==> src/rtl/hazard_ctrl.sv <==
// Pipeline sequencing controller for the 5-stage MIPS core: stage enables/flushes,
// load-use stalls, branch/jump flushes, EX forwarding and a data-memory wait watchdog.
module hazard_ctrl #(
  parameter int unsigned MEM_TIMEOUT = 255,
  parameter int unsigned CNT_W       = 16
) (
  input  logic             clk,
  input  logic             rst_n,
  input  logic [4:0]       id_rs,
  input  logic [4:0]       id_rt,
  input  logic             id_uses_rt,
  input  logic             id_jump,
  input  logic [4:0]       ex_rs,
  input  logic [4:0]       ex_rt,
  input  logic [4:0]       ex_rd,
  input  logic             ex_mem_to_reg,
  input  logic             ex_branch_taken,
  input  logic [4:0]       mem_rd,
  input  logic             mem_reg_write,
  input  logic             mem_access,
  input  logic [4:0]       wb_rd,
  input  logic             wb_reg_write,
  input  logic             dmem_ready,
  output logic             dmem_req,
  output logic             pc_en,
  output logic             if_id_en,
  output logic             id_ex_en,
  output logic             ex_mem_en,
  output logic             mem_wb_en,
  output logic             if_id_flush,
  output logic             id_ex_flush,
  output logic [1:0]       fwd_a,
  output logic [1:0]       fwd_b,
  output logic [CNT_W-1:0] stall_cnt,
  output logic             mem_err
);

  typedef enum logic [1:0] {
    ST_RUN  = 2'd0,
    ST_WAIT = 2'd1,
    ST_ERR  = 2'd2
  } state_t;

  localparam logic [15:0]      WAIT_LAST = 16'(MEM_TIMEOUT - 1);
  localparam logic [CNT_W-1:0] CNT_MAX   = {CNT_W{1'b1}};
  localparam logic [CNT_W-1:0] CNT_ONE   = CNT_W'(1);

  state_t             state_reg, state_next;
  logic [15:0]        wait_cnt_reg, wait_cnt_next;
  logic [CNT_W-1:0]   stall_cnt_reg;
  logic               mem_err_reg, mem_err_next;
  logic               freeze;
  logic               load_use;

  // Forwarding source select for one EX operand; MEM result is newer than WB.
  function automatic logic [1:0] fwd_sel(input logic [4:0] src);
    logic [1:0] sel;
    sel = 2'b00;
    if (mem_reg_write && (mem_rd != 5'd0) && (mem_rd == src))
      sel = 2'b10;
    else if (wb_reg_write && (wb_rd != 5'd0) && (wb_rd == src))
      sel = 2'b01;
    return sel;
  endfunction

  assign load_use = ex_mem_to_reg && (ex_rd != 5'd0) &&
                    ((ex_rd == id_rs) || (id_uses_rt && (ex_rd == id_rt)));

  always_ff @(posedge clk or negedge rst_n) begin
    if (!rst_n) begin
      state_reg     <= ST_RUN;
      wait_cnt_reg  <= 16'd0;
      stall_cnt_reg <= '0;
      mem_err_reg   <= 1'b0;
    end else begin
      state_reg    <= state_next;
      wait_cnt_reg <= wait_cnt_next;
      mem_err_reg  <= mem_err_next;
      if (!pc_en && (stall_cnt_reg != CNT_MAX))
        stall_cnt_reg <= stall_cnt_reg + CNT_ONE;
    end
  end

  // Memory handshake FSM: decides the freeze and the next state together.
  always_comb begin
    state_next    = state_reg;
    wait_cnt_next = wait_cnt_reg;
    mem_err_next  = mem_err_reg;
    freeze        = 1'b0;
    case (state_reg)
      ST_RUN: begin
        if (mem_access && !dmem_ready) begin
          freeze        = 1'b1;
          state_next    = ST_WAIT;
          wait_cnt_next = 16'd0;
        end
      end
      ST_WAIT: begin
        if (dmem_ready) begin
          state_next = ST_RUN;
        end else begin
          freeze = 1'b1;
          if (wait_cnt_reg == WAIT_LAST) begin
            state_next   = ST_ERR;
            mem_err_next = 1'b1;
          end else begin
            wait_cnt_next = wait_cnt_reg + 16'd1;
          end
        end
      end
      ST_ERR: begin
        freeze = 1'b1;
      end
      default: begin
        freeze     = 1'b1;
        state_next = ST_RUN;
      end
    endcase
  end

  // Stage control; everything is held inactive while reset is asserted.
  always_comb begin
    pc_en       = 1'b0;
    if_id_en    = 1'b0;
    id_ex_en    = 1'b0;
    ex_mem_en   = 1'b0;
    mem_wb_en   = 1'b0;
    if_id_flush = 1'b0;
    id_ex_flush = 1'b0;
    if (rst_n && !freeze) begin
      pc_en     = 1'b1;
      if_id_en  = 1'b1;
      id_ex_en  = 1'b1;
      ex_mem_en = 1'b1;
      mem_wb_en = 1'b1;
      if (ex_branch_taken) begin
        if_id_flush = 1'b1;
        id_ex_flush = 1'b1;
      end else if (load_use) begin
        // Hold PC and IF/ID, inject one bubble into EX; a pending jump waits.
        pc_en       = 1'b0;
        if_id_en    = 1'b0;
        id_ex_flush = 1'b1;
      end else if (id_jump) begin
        if_id_flush = 1'b1;
      end
    end
  end

  always_comb begin
    fwd_a = 2'b00;
    fwd_b = 2'b00;
    if (rst_n) begin
      fwd_a = fwd_sel(ex_rs);
      fwd_b = fwd_sel(ex_rt);
    end
  end

  assign dmem_req  = rst_n && mem_access && (state_reg != ST_ERR);
  assign stall_cnt = stall_cnt_reg;
  assign mem_err   = mem_err_reg;

endmodule

==> config.mk <==
export PLATFORM = sky130hd
export DESIGN_NAME = hazard_ctrl
export DESIGN_NICKNAME = d
export VERILOG_FILES = /design/src/rtl/hazard_ctrl.sv
export SDC_FILE = /design/constraint.sdc
export NUM_CORES = 1
export LEC_CHECK = 0
export CAP_MARGIN = 5
export CORE_ASPECT_RATIO = 1.5
export CORE_UTILIZATION = 49
export DETAILED_ROUTE_END_ITERATION = 16
export PLACE_DENSITY = 0.85
export SYNTH_ARGS = -nofsm -noshare
export SYNTH_HDL_FRONTEND = slang
export SYNTH_SLANG_ARGS = --single-unit
==> constraint.sdc <==
create_clock -name clk -period 3.28 [get_ports clk]
set_input_delay 0.492 -clock clk [delete_from_list [all_inputs] [get_ports clk]]
set_output_delay 0.492 -clock clk [all_outputs]
set_load 0.01 [all_outputs]
==> impl_metrics.env <==
export IMPL_outcome="complete, no violations"
export IMPL_p_comb_share_pct=33.4
export IMPL_powerDensity_nw_per_um2=454
export IMPL_synth_top_family_by_area="simple AND/OR/NAND/NOR gates"
export IMPL_drtAntennaViolNets=0
export IMPL_area_growth_pct=41.6
export IMPL_cts_root_buf="clkbuf_8"
export IMPL_yosysWarnings=0
export IMPL_p_seq_share_pct=42.1
export IMPL_power_internal_uw=962
export IMPL_drive_gt1_share_pct=9.18
export IMPL_cts_htree_levels=2
export IMPL_timing_hold_ws_ns=0.107
export IMPL_numClockSinks=35
export IMPL_grt_pass1_wl_mm=9.24
export IMPL_coreArea_um2=4280
export IMPL_skew_ns=0.00920
export IMPL_cts_buffers=5
export IMPL_post_dp_cell_area_um2=3010
export IMPL_switching_power_uw=453
export IMPL_io_pins=74
export IMPL_synth_cells=233
export IMPL_grt_total_usage_pct=24.3
export IMPL_ir_worst_vdd_mv=0.432
export IMPL_port_buffers=73
export IMPL_postCtsSetupBuffers=0
export IMPL_max_cap_viol_count=0
export IMPL_period_share_pct=97.3
export IMPL_total_power_uw=1410
export IMPL_synth_compound_area_share_pct=5.06
export IMPL_synth_avg_cell_area_um2=9.45
export IMPL_n_fill_cell=326
export IMPL_reg2reg_depth=8
export IMPL_worst_pin_slew_ns=0.625
export IMPL_yosys_area_share_simple_pct=26.0
export IMPL_grt_max_degree=17
export IMPL_clock_power_share_pct=24.5
export IMPL_vias_per_cell=5.43
export IMPL_hp_class="input pin to async pin"
export IMPL_drtIter0Drc=52
export IMPL_dp_hpwl_mm=4.31
export IMPL_slew_limit_headroom_pct=57.7
export IMPL_p_sw_share_pct=32.0
export IMPL_die_height_um=84.1
export IMPL_drc=0
export IMPL_start_util_pct=51.4
export IMPL_cts_tree="built"
export IMPL_path_class="input pin to output pin"
export IMPL_avgRoutedWirePerCell_um=15.1
export IMPL_num_rows=29
export IMPL_synthesis_area_um2=2200
export IMPL_fmax_ghz=0.313
export IMPL_ys_seq_elements=35
export IMPL_cts_clk_slew_worst_paths_ns=0.07
export IMPL_critPathRequiredTime_ns=2.79
export IMPL_synth_seq_area_share_pct=39.8
export IMPL_nNetsFinal=363
export IMPL_start_kind="input pin"
export IMPL_fin_crit_ns=3.19
export IMPL_endpoint_kind="output pin"
export IMPL_synthMuxAreaShare_pct=1.93
export IMPL_grt_pass1_vias=2048
export IMPL_drv_slew=0
export IMPL_ys_types=36
export IMPL_fin_tns_setup_ns=0
export IMPL_antenna_found_initial=0
export IMPL_wirelength_mm=5.48
export IMPL_setup_violations=0
export IMPL_clk_path_buf_depth=2
export IMPL_firstDrtPassIters=4
export IMPL_clock_latency_ns=0.28
export IMPL_cp_data_arrival_time_ns=2.70
export IMPL_die_width_um=56.7
export IMPL_place_congestion=0.849
export IMPL_dr_total_vias=1965
export IMPL_design_area_um2=3120
export IMPL_cp_max_fo=3
export IMPL_syn_nets=281
export IMPL_synth_xor_area_share_pct=22.7
export IMPL_diodes=0
export IMPL_synthAdderAreaFrac_pct=1.70
export IMPL_overflow=0
export IMPL_power_static_leakage_uw=0.00128
export IMPL_final_hold_violation_count=0
export IMPL_rsz0062_at_grt="false"
export IMPL_dieArea_um2=4770
==> per-layer routing <==
layer	vias to the layer above	GRT usage [%]	part of all wire, %
met4	0	8.43	1.3
met1	940	27.9	38
li1	966	-	-
met3	8	3.10	3.3
met2	51	45.5	57
met5	-	0	0
==> synth_stat cells (all sizes together) <==
library cell,n,share of area [%]
a2111oi,1,0.68
nor3,5,1.1
nor2b,2,0.57
o22ai,1,0.28
buf,4,1.4
mux2i,2,0.91
nand2,14,2.4
or4bb,1,0.57
or3,1,0.28
and3,5,1.6
nor4b,4,1.6
nand4,7,2.0
o211ai,1,0.34
nor2,24,4.1
a21oi,7,1.9
and2,3,0.91
or4,6,2.0
mux2,2,1.0
a211oi,1,0.34
xnor2,21,8.4
xor2,36,14
ha,3,1.7
o21bai,1,0.34
nand3,18,4.1
inv,8,1.4
o21ai,5,1.1
dfrtp,35,40
nor4,10,3.5
nand2b,3,0.85
clkbuf,1,0.17
nand3b,1,0.34
==> through the flow <==
stage,setup slack [ns],cells,utilization [%]
after detailed placement,0.0239,354,70.3
after global placement,0.108,354,70.3
after CTS,0.0208,362,72.7
after global routing,0.0118,362,72.8
final,0.0872,362,72.8
after floorplan,1.05,233,-
==> cell type report <==
| class | count | area (um2) | share of cell area [%] |
|---|---|---|---|
| Multi-Input combinational cell | 185 | 1270 | 40.8 |
| Tap cell | 46 | 57.6 | 1.85 |
| Sequential cell | 35 | 876 | 28.1 |
| Inverter | 8 | 30.0 | 0.963 |
| Clock buffer | 7 | 96.3 | 3.09 |
| Clock inverter | 1 | 7.51 | 0.241 |
| Timing Repair Buffer | 80 | 778 | 25.0 |
==> repair_timing <==
item,4_1_cts,5_1_grt
setup endpoints to repair,0,4
hold buffers,0,0
resized for setup,0,2
==> cells by family (layout without fill, tap and decap cells) <==
family,after synthesis,in the layout
flip-flops,35,35
AND/OR/NAND/NOR,104,104
multiplexers,4,4
XOR/XNOR,57,57
AO/OA/AOI/OAI,17,17
adder cells (fa/ha/maj),3,3
buffers and inverters,13,96
==> cell usage in the layout (no fill, tap or decap), types with 2 or more instances in the layout <==
cell type        synthesis  routed
a21oi_1                  5       4
a21oi_2                  2       3
and2_1                   2       2
and3_1                   2       2
and3_2                   3       3
buf_4                    4       7
clkbuf_8                 0       7
clkdlybuf4s50_1          0      72
dfrtp_1                 35      35
ha_1                     3       3
inv_1                    8       8
mux2_2                   2       2
mux2i_1                  2       2
nand2_1                 14      14
nand2b_1                 3       3
nand3_1                 18      18
nand4_1                  7       7
nor2_1                  24      24
nor2b_1                  2       2
nor3_1                   5       5
nor4_1                   9       9
nor4b_1                  4       3
o21ai_0                  4       3
o21ai_1                  1       2
or4_1                    6       6
xnor2_1                 21      21
xor2_1                  36      36
==> worst paths after layout <==
path / start / endpoint / slack, ns
hold reg to reg: mem_err$_DFFE_PN0P_ / mem_err$_DFFE_PN0P_ / 0.49
setup / recovery: mem_rd[1] / fwd_b[0] / 0.09
max in group asynchronous: rst_n / stall_cnt[8]$_DFFE_PN0P_ / 2.64
hold / removal: rst_n / wait_cnt_reg[14]$_DFFE_PN0P_ / 0.11
setup reg to reg: wait_cnt_reg[0]$_DFFE_PN0P_ / wait_cnt_reg[3]$_DFFE_PN0P_ / 0.84
min in group clk: mem_err$_DFFE_PN0P_ / mem_err$_DFFE_PN0P_ / 0.49
==> power by group through the flow <==
stage / registers (uW) / logic (uW) / clock network [uW]
after floorplan: 616 / 186 / 0
after global placement: 601 / 461 / 0
after detailed placement: 600 / 473 / 0
after CTS: 596 / 477 / 350
after global routing: 608 / 513 / 368
final: 595 / 473 / 347
==> critical path, cell delays in order <==
cell and delay, ns:
clkdlybuf4s50_1 0.47, or4_1 0.53, o21ai_1 0.18, nor4_1 0.10, nor4_1 0.33, clkdlybuf4s50_1 0.60
Note: power is estimated with default switching activity, not from simulation.
